`src/rtl/pc_update_unit_pkg.sv`:
```
// ----------------------------------------------------------------------------
// pc_update_unit_pkg
// Shared types and constants for the program-counter update unit.
//   state_t  : FSM state encoding (S_RUN = 1'b0, S_STALL = 1'b1)
//   PC_STEP  : sequential instruction step (one 32-bit word)
// ----------------------------------------------------------------------------
package pc_update_unit_pkg;

    typedef enum logic {
        S_RUN   = 1'b0,
        S_STALL = 1'b1
    } state_t;

    localparam logic [31:0] PC_STEP = 32'd4;

endpackage

```
`src/rtl/pc_update_unit_incrementer.sv`:
```
// ----------------------------------------------------------------------------
// pc_update_unit_incrementer
// Sequential-address adder: o_pc_plus4 = i_pc + 4, unsigned modulo 2^32.
// 32'hFFFF_FFFC wraps to 0 with no carry flag.
// Ports:
//   i_pc        in  32  current program counter
//   o_pc_plus4  out 32  next sequential address
// ----------------------------------------------------------------------------
module pc_update_unit_incrementer
    import pc_update_unit_pkg::*;
(
    input  logic [31:0] i_pc,
    output logic [31:0] o_pc_plus4
);

    assign o_pc_plus4 = i_pc + PC_STEP;

endmodule

```
`src/rtl/pc_update_unit.sv`:
```
// ----------------------------------------------------------------------------
// pc_update_unit
// Program-counter register and next-PC selector for the single-cycle CPU.
// Holds the PC while memory stalls and latches the first taken redirect seen
// during a stall so it is applied when the stall releases.
//
// Optional feature macro: PC_UNIT_BNE_EN (adds i_bne, branch-if-not-equal).
//
// Ports:
//   i_clk               in  1   system clock, posedge active
//   i_reset             in  1   synchronous active-high reset
//   i_busywait          in  1   memory stall, 1 = hold PC
//   i_jump              in  1   unconditional jump
//   i_branch            in  1   branch-if-equal
//   i_zero              in  1   ALU zero flag
//   i_bne               in  1   branch-if-not-equal (PC_UNIT_BNE_EN only)
//   i_target_addr       in  32  branch/jump target from target adder
//   o_pc                out 32  current instruction address
//   o_pc_plus4          out 32  PC + 4, feeds target adder
//   o_stalled           out 1   1 while in S_STALL
//   o_redirect_pending  out 1   1 while a latched redirect awaits release
//
// state   | meaning
// S_RUN   | normal fetch, PC advances every cycle
// S_STALL | memory busy, PC held, first taken redirect captured
// ----------------------------------------------------------------------------
module pc_update_unit
    import pc_update_unit_pkg::*;
#(
    parameter logic [31:0] RESET_PC = 32'h0000_0000
) (
    input  logic        i_clk,
    input  logic        i_reset,
    input  logic        i_busywait,
    input  logic        i_jump,
    input  logic        i_branch,
    input  logic        i_zero,
`ifdef PC_UNIT_BNE_EN
    input  logic        i_bne,
`endif
    input  logic [31:0] i_target_addr,
    output logic [31:0] o_pc,
    output logic [31:0] o_pc_plus4,
    output logic        o_stalled,
    output logic        o_redirect_pending
);

    state_t      r_state;
    logic [31:0] r_pc;
    logic        r_redir_vld;
    logic [31:0] r_redir_addr;
    logic [31:0] w_pc_plus4;
    logic        w_taken;

    pc_update_unit_incrementer u_inc (
        .i_pc       (r_pc),
        .o_pc_plus4 (w_pc_plus4)
    );

`ifdef PC_UNIT_BNE_EN
    assign w_taken = i_jump | (i_branch & i_zero) | (i_bne & ~i_zero);
`else
    assign w_taken = i_jump | (i_branch & i_zero);
`endif

    always_ff @(posedge i_clk) begin
        if (i_reset) begin
            r_pc         <= RESET_PC;
            r_state      <= S_RUN;
            r_redir_vld  <= 1'b0;
            r_redir_addr <= 32'd0;
        end else begin
            case (r_state)
                S_RUN: begin
                    if (!i_busywait) begin
                        r_pc <= w_taken ? i_target_addr : w_pc_plus4;
                    end else begin
                        r_state <= S_STALL;
                        if (w_taken) begin
                            r_redir_vld  <= 1'b1;
                            r_redir_addr <= i_target_addr;
                        end
                    end
                end
                S_STALL: begin
                    if (i_busywait) begin
                        // first capture wins; later decisions in the stall are dropped
                        if (!r_redir_vld && w_taken) begin
                            r_redir_vld  <= 1'b1;
                            r_redir_addr <= i_target_addr;
                        end
                    end else begin
                        if (r_redir_vld)
                            r_pc <= r_redir_addr;
                        else
                            r_pc <= w_taken ? i_target_addr : w_pc_plus4;
                        r_redir_vld <= 1'b0;
                        r_state     <= S_RUN;
                    end
                end
                default: r_state <= S_RUN;
            endcase
        end
    end

    assign o_pc               = r_pc;
    assign o_pc_plus4         = w_pc_plus4;
    assign o_stalled          = (r_state == S_STALL);
    assign o_redirect_pending = r_redir_vld;

endmodule
```
`config.mk`:
```
export PLATFORM = sky130hd
export DESIGN_NAME = pc_update_unit
export DESIGN_NICKNAME = d
export VERILOG_FILES = /design/src/rtl/pc_update_unit_pkg.sv /design/src/rtl/pc_update_unit_incrementer.sv /design/src/rtl/pc_update_unit.sv
export SDC_FILE = /design/constraint.sdc
export NUM_CORES = 1
export LEC_CHECK = 0
export ABC_AREA = 1
export CORE_MARGIN = 8
export CORE_UTILIZATION = 50
export CTS_CLUSTER_SIZE = 25
export DETAILED_ROUTE_END_ITERATION = 8
export DONT_BUFFER_PORTS = 1
export PLACE_DENSITY = 0.64
export RECOVER_POWER = 50
export SLEW_MARGIN = 20
export SYNTH_ARGS = -nofsm -noshare
export SYNTH_HDL_FRONTEND = slang
export SYNTH_SLANG_ARGS = --single-unit
```
`constraint.sdc`:
```
create_clock -name i_clk -period 1.8 [get_ports i_clk]
set_input_delay 0.27 -clock i_clk [delete_from_list [all_inputs] [get_ports i_clk]]
set_output_delay 0.27 -clock i_clk [all_outputs]
set_load 0.01 [all_outputs]
```
# == Word level (Yosys, flattened, before mapping) ==
# Index checks and enable logic that the tools add are counted.
# classes
n_eq_ne,7
mux,16
n_reduce_logical,5
n_bitwise,3
addsub,1
# ops
cell,count
two-way mux 32 bit,8
case mux 32 bit (2 select lines),2
adder 32 x 3 -> 32 bit (second input constant),1
inequality test 2 bit (second input constant),5
two-way mux 1 bit,5
AND reduction 4 bit,1
inequality test 3 x 2 -> 1 bit (second input constant),1
AND reduction 3 bit,1
inequality test 2 x 1 -> 1 bit (second input constant),1
case mux 1 bit (2 select lines),1
AND reduction 2 bit,1
bitwise AND 1 bit,1
logical AND 1 bit,1
zero test 1 bit,1
inverter 1 bit,1
OR 1 bit,1
# totals
word_cells,36
input_bits,38
reg_bits,66
output_inout_bits,66

# == Logic depth before layout (Yosys ltp) ==
# Gate-level depths: netlist (run 1).
# logic_depth
ltp_word,6
depth_mapped,12
mapped_depth_nobuf,12

# == Cells and area by module ==
# A second synthesis (run 1) with hierarchy kept.
# unflattened
cells_unflattened,744
area_unflattened_um2,4415.5
# by_module_without_submodules
mod,area_per_inst_um2,cells_per_inst,seq_area_each_um2,n_inst
pc_update_unit,3505.9,567,1321.3,1
pc_update_unit_incrementer,909.6,177,0.0,1

# == Worst setup path before layout (run 1) ==
# Ideal clock, no wire load.
# synth_path
path_kind,register to output
start,"register r_pc[3], in the netlist o_pc[3]"
end,output o_pc_plus4[22]
n_path_buf,0
setup_slack_ns,0.139
t_required_ns,1.530
stages_incl_launch_ff,8
arrival_ns,1.391
path_cell_list,dfxtp_1 -> ha_1 -> nand2_1 -> nor2_4 -> nand2_4 -> nor2_4 -> nand3_1 -> and2_1
# synth_between
elab_chain_cells,1
# synth_lines
element,line_no,text
"start, declared",pc_update_unit.sv:49,logic [31:0] r_pc;
"start signal, assigned",pc_update_unit.sv:76,r_pc <= w_taken ? i_target_addr : w_pc_plus4;
"start signal, assigned",pc_update_unit.sv:94,r_pc <= r_redir_addr;
"start signal, assigned",pc_update_unit.sv:96,r_pc <= w_taken ? i_target_addr : w_pc_plus4;
adder 32 x 3 -> 32 bit,pc_update_unit_incrementer.sv:16,assign o_pc_plus4 = i_pc + PC_STEP;
"end, declared",pc_update_unit.sv:43,"output logic [31:0] o_pc_plus4,"
# Every way passes these cells.

# == Worst setup path after layout (run 1) ==
# layout_path
start,"register r_pc[2], in the netlist o_pc[2]"
end,output o_pc_plus4[18]
# The elaborated chain is that of the path after synthesis.

==> results of run 1 <==
## sequential cells by signal, summed over array words and instances, names as in the netlist
register            flops
o_stalled               1
o_pc                   32
o_redirect_pending      1
r_redir_addr           32
## critical path: stages (launching register included)
cell	delay [ns]
dfxtp_4	0.37
ha_4	0.15
nand2_2	0.06
nor2_4	0.13
nand2_4	0.11
nor2_4	0.19
xor2_2	0.18
buf_4	0.15
## power by group through the flow
stage               logic, mW  clock network, mW  registers (mW)
floorplan               0.365                  0            1.70
global placement        0.614                  0            1.67
detailed placement      0.621                  0            1.68
CTS                     0.677               1.53            1.65
global route            0.767               1.59            1.66
finish                  0.688               1.51            1.65
## kinds of logic (layout without fill, tap and decap cells)
logic type	after synthesis	count (layout)	share of synthesized area [%]
compound gates	138	138	19.1
xor+xnor	15	15	4.66
fa+ha+maj	1	1	0.331
buf+inv	84	153	8.66
flops	66	66	34.9
simple gates	281	281	32.3
## area by class of cell
cell class	instances	area, sq um
Fill cell	682	2370
Multi-Input combinational cell	435	2350
Sequential cell	66	1330
Timing Repair Buffer	81	677
Inverter	56	210
Clock buffer	10	128
Tap cell	99	124
Clock inverter	6	105
## through the flow
stage	cells	TNS [ns]	worst slack, ns
after detailed placement	716	0	0.0693
after floorplan	585	0	0.139
after global routing	753	-4.51	-0.228
after global placement	716	0	0.128
final	753	-2.47	-0.148
after CTS	750	-2.78	-0.167
## worst max path at each step
stage,start,to,slack (ns),depth (start not counted)
after floorplan,o_pc[3]$_SDFFE_PP0P_,o_pc_plus4[22],0.14,7
after global placement,o_pc[2]$_SDFFE_PP0P_,o_pc_plus4[26],0.13,9
after detailed placement,o_pc[2]$_SDFFE_PP0P_,o_pc_plus4[22],0.07,8
after CTS,o_pc[3]$_SDFFE_PP0P_,o_pc_plus4[26],-0.17,9
after global routing,o_pc[2]$_SDFFE_PP0P_,o_pc_plus4[26],-0.23,9
final,o_pc[2]$_SDFFE_PP0P_,o_pc_plus4[18],-0.15,7
## layer usage
| metal | wire (microns) | track usage (%) |
|---|---|---|
| met1 | 5000 | 27.9 |
| met2 | 5380 | 35.8 |
| met3 | 1350 | 8.85 |
| met4 | 232 | 8.23 |
| met5 | 0 | 0 |
## cells in the final DEF (no fill, tap or decap), drive strengths merged, types with 5 or more instances in the layout
| master | n |
|---|---|
| a21oi | 84 |
| and2 | 5 |
| buf | 78 |
| clkbuf | 12 |
| dfxtp | 66 |
| inv | 55 |
| nand2 | 212 |
| nand3 | 13 |
| nand3b | 6 |
| nor2 | 45 |
| o211ai | 5 |
| o21ai | 41 |
| xor2 | 11 |
## what timing repair did
action / 4_1_cts / 5_1_grt
resized for setup: 42 / 25
setup endpoints to repair: 24 / 27
setup buffers: 17 / 3
hold endpoints to repair: 1 / 0
hold buffers: 1 / 0
pin swaps: 27 / 18
==> results_dict.tcl, run 1 <==
set metrics [dict create \
    total_power_mw 3.85 \
    timing.rr.end "o_pc[8]$_SDFFE_PP0P_" \
    path_clk_slew_ns 0.07 \
    timing.final.ws_setup_ns -0.148 \
    clock_skew_ns 0.00570 \
    hp-class "in -> reg" \
    p_sw_mw 1.08 \
    min_path_cells 2 \
    syn_inst 585 \
    synth_area_sq_um 3780 \
    reg2reg_setup_slack_ns 0.02 \
    drv_cap 0 \
    synth_top_area_cell "dfxtp_1" \
    peakVddDrop_mv 0.482 \
    die_h_microns 103 \
    rsz0062_at_grt "yes" \
    end_kind "output port" \
    wl_per_cell_microns 15.9 \
    slew-limit-headroom_pct 66.0 \
    place_area_sq_um 4260 \
    drt_iter0_markers 238 \
    critPathKind "reg -> out" \
    core_sq_um 7290 \
    ys_types 28 \
    finalCritPeriodShare_pct 108 \
    synth_top_area_share_pct 34.9 \
    start_util_pct 51.9 \
    status "complete, but fails checks" \
    first_pass_iters 4 \
    combPwrFrac_pct 17.9 \
    p_per_area_nw_per_um2 781 \
    mappedNetlistNets 624 \
    antenna_found_initial 0 \
    synth.top_cells.by_count "206 x nand2_1, 84 x a21oi_1, 66 x dfxtp_1" \
    clockBufferDepth 2 \
    vias 3958 \
    cts.sinks 66 \
    synth_edf_count 0 \
    cp.arrival_ns 1.68 \
    clkLatencyLatePin_ns 0.34 \
    swShare_pct 28.1 \
    synthToLayoutAreaGrowth_pct 30.2 \
    power.share.clock_pct 39.3 \
    leakage_nw 2.18 \
    cts_tree "done" \
    drive_gt1_share_pct 25.2 \
    reg2regPathDepth 12 \
    path_max_fanout 5 \
    ys_warn_count 0 \
    nets 688 \
    cts_buffers 9 \
    first_global_vias 3822 \
    overflow 0 \
    ys.flop_type "dfxtp_1" \
    hold_ws_ns 0.0693 \
    drc_errors 0 \
    hp-start "i_busywait" \
    post-route-min-period_ns 1.95 \
    numPortBuffers 0 \
    gp_congestion 0.907 \
    synthArstFlopShare_pct 0 \
    std_cell_rows 31 \
    dp_hpwl_microns 8430 \
    tightest_slew_ns 0.510 \
    die_w_microns 103 \
    die_area_sq_um 10600 \
    wl_microns 12000 \
    n_antenna_cell 0 \
    ios 104 \
    ys_seq_area_share_pct 34.9 \
    synth_area_leaders "dfxtp_1 35%, nand2_1 20%, a21oi_1 11%" \
    final_util_pct 67.5 \
    p_int_mw 2.77 \
    p_seq_share_pct 42.8 \
    htreeDepth 3 \
    hold_end "o_redirect_pending$_SDFFE_PP0P_" \
    synth-seq-cells 66 \
    grt_max_degree 39 \
    start_kind "flop" \
    violations "negative setup slack" \
    grtUsageTotal_pct 22.9 \
    cts-root-buf "clkbuf_8" \
    viasPerCell 5.26 \
    ant_nets 0 \
    hold_viol_final 0 \
    max_freq_ghz 0.513 \
    reg2reg_from "o_pc[2]$_SDFFE_PP0P_" \
    syn_area_per_cell_sq_um 6.47 \
    design_area_sq_um 4920 \
    setup_viol 25 \
    yosysMostFrequentCell "nand2_1" \
    grt_pass1_wl_microns 18900 \
    drv_slew 0 \
    critPathRequiredTime_ns 1.53 \
]
No activity file was read; power rests on OpenSTA's default activity.
==> run 2, diff against run 1 <==
--- a/config.mk
+++ b/config.mk
@@ -5,13 +5,14 @@
 export SDC_FILE = /design/constraint.sdc
 export NUM_CORES = 1
 export LEC_CHECK = 0
-export ABC_AREA = 1
+export CELL_PAD_IN_SITES_DETAIL_PLACEMENT = 0
+export CELL_PAD_IN_SITES_GLOBAL_PLACEMENT = 1
 export CORE_MARGIN = 8
-export CORE_UTILIZATION = 50
+export CORE_UTILIZATION = 46
 export CTS_CLUSTER_SIZE = 25
 export DETAILED_ROUTE_END_ITERATION = 8
 export DONT_BUFFER_PORTS = 1
-export PLACE_DENSITY = 0.64
+export PLACE_DENSITY = 0.79
 export RECOVER_POWER = 50
 export SLEW_MARGIN = 20
 export SYNTH_ARGS = -nofsm -noshare
==> run 2 against run 1 <==
Compared with the run above: the run still ends with negative setup slack left; clock-buffer cell count rose by 2; synthesized area decreased by 4.0%; die area up 3.7%; clock skew rose by 0.0055 ns; synthesized cell count fell by 21%.
==> results_dict.tcl, run 2 <==
set metrics [dict create \
    synthToLayoutAreaGrowth_pct 41.6 \
    drt_iter0_markers 242 \
    ios 104 \
    p_per_area_nw_per_um2 746 \
    syn_inst 461 \
    hold_viol_final 0 \
    synth_edf_count 0 \
    ys_seq_area_share_pct 36.4 \
    ys_types 55 \
    cts-root-buf "clkbuf_8" \
    post-route-min-period_ns 2.09 \
    timing.final.ws_setup_ns -0.287 \
    violations "negative setup slack" \
    grtUsageTotal_pct 22.8 \
    end_kind "output port" \
    drv_cap 0 \
    path_clk_slew_ns 0.08 \
    core_sq_um 7690 \
    cpPeakStageDelay_ns 0.46 \
    clock_skew_ns 0.0112 \
    status "complete, but fails checks" \
    yosysMostFrequentCell "nand2_1" \
    dp_slack_ns -0.0720 \
    path_max_fanout 5 \
    numPortBuffers 0 \
    reg2reg_from "o_pc[2]$_SDFFE_PP0P_" \
    die_area_sq_um 11000 \
    overflow 0 \
    ant_nets 0 \
    ys.flop_type "dfxtp_1" \
    peakVddDrop_mv 0.397 \
    die_h_microns 105 \
    synth.area.mux_share_pct 0.276 \
    critPathKind "reg -> out" \
    register_area_sq_um 1350 \
    drive_gt1_share_pct 34.9 \
    start_kind "flop" \
    start_util_pct 47.2 \
    synth-compound-area-share_pct 26.5 \
    grt_max_degree 43 \
    wl_microns 13000 \
    tightest_slew_ns 0.442 \
    viasPerCell 5.95 \
    cts.sinks 66 \
    setup_viol 25 \
    place_area_sq_um 4240 \
    cp-startpoint "o_pc[21]$_SDFFE_PP0P_" \
    fillers 641 \
    htreeDepth 3 \
    first_pass_iters 5 \
    yosys.area_share.simple_pct 23.4 \
    dp_cells 609 \
    synth_area_sq_um 3630 \
    cp.arrival_ns 1.82 \
    synth_area_leaders "dfxtp_1 36%, nand2_1 8.1%, a21oi_1 7.9%" \
    grt_pass1_wl_microns 20500 \
    synth_top_area_share_pct 36.4 \
    fin_cells 655 \
    mappedNetlistNets 500 \
    layout_common_cells "82 x buf_4, 76 x nand2_1, 57 x a21oi_1, 50 x dfxtp_1, 24 x o21ai_0" \
    nets 588 \
    slew-limit-headroom_pct 70.1 \
    critPathRequiredTime_ns 1.53 \
    leakage_nw 2.12 \
    synth_top_family_by_area "compound AO/OA/AOI/OAI gates" \
    wl_per_cell_microns 19.9 \
    hold_ws_ns 0.0245 \
    synth_xor_area_share_pct 6.96 \
    syn_area_per_cell_sq_um 7.88 \
    vias 3900 \
    hp-start "i_busywait" \
    final_common_cell "buf_4" \
    n_antenna_cell 0 \
    first_global_vias 3840 \
    antenna_found_initial 0 \
    synth_top_area_cell "dfxtp_1" \
    total_power_mw 3.84 \
    clkLatencyLatePin_ns 0.35 \
    max_freq_ghz 0.479 \
    synth-seq-cells 66 \
    synth.top_cells.by_count "78 x nand2_1, 66 x dfxtp_1, 57 x a21oi_1" \
    synthArstFlopShare_pct 0 \
    cts_tree "done" \
    crit_chain "clkbuf_1, nand4_1, or3_4, xnor2_4" \
    die_w_microns 105 \
    synth_fa_ha_area_share_pct 0.344 \
    hp-class "in -> reg" \
    finalCritPeriodShare_pct 116 \
    drv_slew 0 \
    slowest_stage "or3_4" \
    cts_buffers 9 \
    multi_input_area_sq_um 2510 \
    drc_errors 0 \
    design_area_sq_um 5140 \
    ys_warn_count 0 \
    clockBufferDepth 2 \
    std_cell_rows 32 \
    gp_congestion 0.868 \
    rsz0062_at_grt "yes" \
    dp_hpwl_microns 8720 \
]
run 2: cell count changes after synthesis, sizes merged, moves of 12 or more:
cell and delta:
o21ai -16, a21oi -27, nand4 +12, nand2 -134, xnor2 +18, inv -33, nor2 -18
run 2: final cells by class:
type,instances,area share (%)
clock buffers,12,2.63
well taps,102,2.48
multi-input cells,341,48.8
clock inverters,3,1.26
repair buffers,108,17.0
flip-flops and latches,66,26.2
inverters,23,1.68
run 2: per-layer routing:
| layer | GRT usage, % | wire length [microns] |
|---|---|---|
| met5 | 0 | 0 |
| met4 | 9.58 | 268 |
| met3 | 7.00 | 1170 |
| met2 | 37.5 | 6380 |
| met1 | 26.9 | 5230 |
run 2: path summary, 6_finish.rpt:
kind         cells after the start                           end  slack [ns]
max reg2reg                     10         o_pc[18]$_SDFFE_PP0P_       -0.01
min                              1          o_pc[6]$_SDFFE_PP0P_        0.02
max                              4                o_pc_plus4[24]       -0.29
min reg2reg                      2  r_redir_addr[5]$_SDFFE_PP0P_        0.46
run 2: what timing repair did:
| item | 4_1_cts | 5_1_grt |
|---|---|---|
| gates resized for setup | 74 | 29 |
| endpoints found under the hold margin | 42 | 0 |
| hold buffers | 2 | 0 |
| endpoints found under the setup margin | 26 | 31 |
| pin swaps | 32 | 21 |
| buffers inserted | 17 | 13 |
run 2: power breakdown:
part | switching (mW) | internal [mW] | leakage (nW)
Sequential | 0.0805 | 1.57 | 0.550
Clock | 0.585 | 0.773 | 0.100
Combinational | 0.486 | 0.343 | 1.47
Total | 1.15 | 2.69 | 2.12
run 2: cells by family (layout without fill, tap and decap cells):
family / after synthesis / after routing
AND/OR/NAND/NOR: 165 / 165
AO/OA/AOI/OAI: 146 / 146
flip-flops: 66 / 66
buffers and inverters: 54 / 146
XOR/XNOR: 28 / 28
adder cells (fa/ha/maj): 1 / 1
multiplexers: 1 / 1
run 2: metrics by stage:
| stage | setup TNS [ns] | utilization [%] |
|---|---|---|
| finish | -4.75 | 66.9 |
| global route | -6.59 | 66.9 |
| CTS | -4.56 | 63.9 |
| detailed placement | -0.171 | 55.1 |
| global placement | -0.0490 | 55.1 |
| floorplan | -0.0197 | - |
run 2: critical path: cells and delay by family (launching register included):
kind | cells | cell delay, ns
and+or+nand+nor | 2 | 0.68
DFF | 1 | 0.33
buffers and inverters | 1 | 0.29
xor gates and xnor gates | 1 | 0.17
==> run 3, diff against run 2 <==
--- a/config.mk
+++ b/config.mk
@@ -14,6 +14,7 @@
 export DONT_BUFFER_PORTS = 1
 export PLACE_DENSITY = 0.79
 export RECOVER_POWER = 50
+export SKIP_LAST_GASP = 1
 export SLEW_MARGIN = 20
 export SYNTH_ARGS = -nofsm -noshare
 export SYNTH_HDL_FRONTEND = slang
==> run 3 against run 2 <==
Compared with the run above: the run still ends with negative setup slack left; hold slack is essentially flat; die area is the same; global-route usage is essentially flat; first-iteration DRC count shrank 7.4%; routed wire length shrank 0.45%; clock-buffer cell count is the same; clock skew is essentially flat; cell count is the same; setup slack lost 0.010 ns; non-clock buffer count is the same.
==> results_dict.tcl, run 3 (synthesized netlist as in run 2, its figures left out) <==
set metrics [dict create \
    gp_congestion 0.868 \
    post-route-min-period_ns 2.10 \
    layout_common_cells "82 x buf_4, 76 x nand2_1, 57 x a21oi_1, 51 x dfxtp_1, 24 x o21ai_0" \
    first_global_vias 3854 \
    fin_cells 655 \
    dp_slack_ns -0.0720 \
    reg2regPathDepth 10 \
    reg2reg_from "o_pc[8]$_SDFFE_PP0P_" \
    antenna_found_initial 0 \
    leakage_nw 2.09 \
    hold_end "o_pc[6]$_SDFFE_PP0P_" \
    timing.final.ws_setup_ns -0.297 \
    crit_chain "ha_4, and3_4, nand4_4, or3_4, xnor2_4" \
    slew-limit-headroom_pct 68.5 \
    timing.rr.end "o_pc[13]$_SDFFE_PP0P_" \
    crit_buf_inv 0 \
    drc_errors 0 \
    cts_buffers 9 \
    die_h_microns 105 \
    status "complete, but fails checks" \
    die_area_sq_um 11000 \
    viasPerCell 5.91 \
    clkLatencyLatePin_ns 0.35 \
    grt_max_degree 43 \
    reg2reg_setup_slack_ns 0.03 \
    n_antenna_cell 0 \
    hp-start "i_busywait" \
    total_power_mw 3.84 \
    setup_viol 24 \
    min_path_cells 1 \
    max_freq_ghz 0.477 \
    end_kind "output port" \
    start_kind "flop" \
    drive_gt1_share_pct 34.5 \
    critPathRequiredTime_ns 1.53 \
    drt_iter0_markers 224 \
    violations "negative setup slack" \
    dp_cells 609 \
    critPathKind "reg -> out" \
    core_sq_um 7690 \
    ant_nets 0 \
    die_w_microns 105 \
    std_cell_rows 32 \
    vias 3871 \
    wl_microns 13000 \
    cts.sinks 66 \
    tightest_slew_ns 0.472 \
    cts_tree "done" \
    synthToLayoutAreaGrowth_pct 41.4 \
    final_common_cell "buf_4" \
    numPortBuffers 0 \
    drv_cap 0 \
    finalCritPeriodShare_pct 117 \
    path_max_fanout 6 \
    wl_per_cell_microns 19.8 \
    critPathTopFamily "simple AND/OR/NAND/NOR gates" \
    nets 588 \
    cts-root-buf "clkbuf_8" \
    fillers 634 \
    peakVddDrop_mv 0.398 \
    drv_slew 0 \
    slowest_stage "or3_4" \
    cp.arrival_ns 1.83 \
    tns_ns -4.70 \
    p_per_area_nw_per_um2 747 \
    rsz0062_at_grt "yes" \
    grt_pass1_wl_microns 20400 \
    ios 104 \
    clock_skew_ns 0.0111 \
    htreeDepth 3 \
    clockBufferDepth 2 \
    overflow 0 \
    cpPeakStageDelay_ns 0.41 \
    grtUsageTotal_pct 22.8 \
    hp-class "in -> reg" \
    dp_hpwl_microns 8720 \
    start_util_pct 47.2 \
    path_clk_slew_ns 0.08 \
    hold_viol_final 0 \
    first_pass_iters 5 \
]
-- run 3: how the worst max path moves through the flow --
stage                     slack [ns]             end                  start  cells after the start
final                          -0.30  o_pc_plus4[24]   o_pc[2]$_SDFFE_PP0P_                      5
after global routing           -0.36  o_pc_plus4[24]   o_pc[3]$_SDFFE_PP0P_                      5
after CTS                      -0.31  o_pc_plus4[24]   o_pc[3]$_SDFFE_PP0P_                      5
after detailed placement       -0.07  o_pc_plus4[30]   o_pc[2]$_SDFFE_PP0P_                      6
after global placement         -0.04  o_pc_plus4[30]   o_pc[2]$_SDFFE_PP0P_                      6
after floorplan                -0.01  o_pc_plus4[24]  o_pc[15]$_SDFFE_PP0P_                      5
-- run 3: final cells by class --
class                   instances  area (sq um)  share of cell area [%]
multi-input cells             341          2500                    48.7
flip-flops and latches         66          1350                    26.2
repair buffers                108           872                    17.0
inverters                      23          86.3                    1.68
clock inverters                 3          65.1                    1.27
clock buffers                  12           135                    2.63
well taps                     102           128                    2.48
-- run 3: worst register-to-register path: cells and delay by family, from the launching register on --
family	cells	cell delay [ns]
AO/OA/AOI/OAI	2	0.19
AND/OR/NAND/NOR	3	0.55
buffers and inverters	5	0.58
flip-flops	1	0.34
-- run 3: report_power, final --
| part | internal (mW) | leakage, nW | switching [mW] |
|---|---|---|---|
| sequential | 1.57 | 0.549 | 0.0789 |
| clock | 0.773 | 0.100 | 0.580 |
| combinational | 0.349 | 1.44 | 0.488 |
| total | 2.69 | 2.09 | 1.15 |
-- run 3: per-stage QoR --
stage	utilization, %	cell area (sq um)	hold slack [ns]
final	66.8	5140	0.0242
after global routing	66.8	5140	0.0228
after CTS	63.8	4900	0.0188
after detailed placement	55.1	4240	0.343
after global placement	55.1	4240	0.345
after floorplan	-	3650	0.406
-- run 3: what timing repair did --
action	in CTS	in global routing
endpoints found under the setup margin	26	31
hold buffers	2	0
gates resized for setup	70	29
endpoints found under the hold margin	42	0
pin swaps	29	26
buffers inserted	17	13
gates cloned	0	0
-- run 3: layer usage --
metal	vias up	part of all wire, %	GRT usage (%)
met5	-	0	0
met3	19	9.2	7.00
met4	0	1.9	9.68
met2	160	49	37.7
li1	1839	-	-
met1	1853	40	26.7
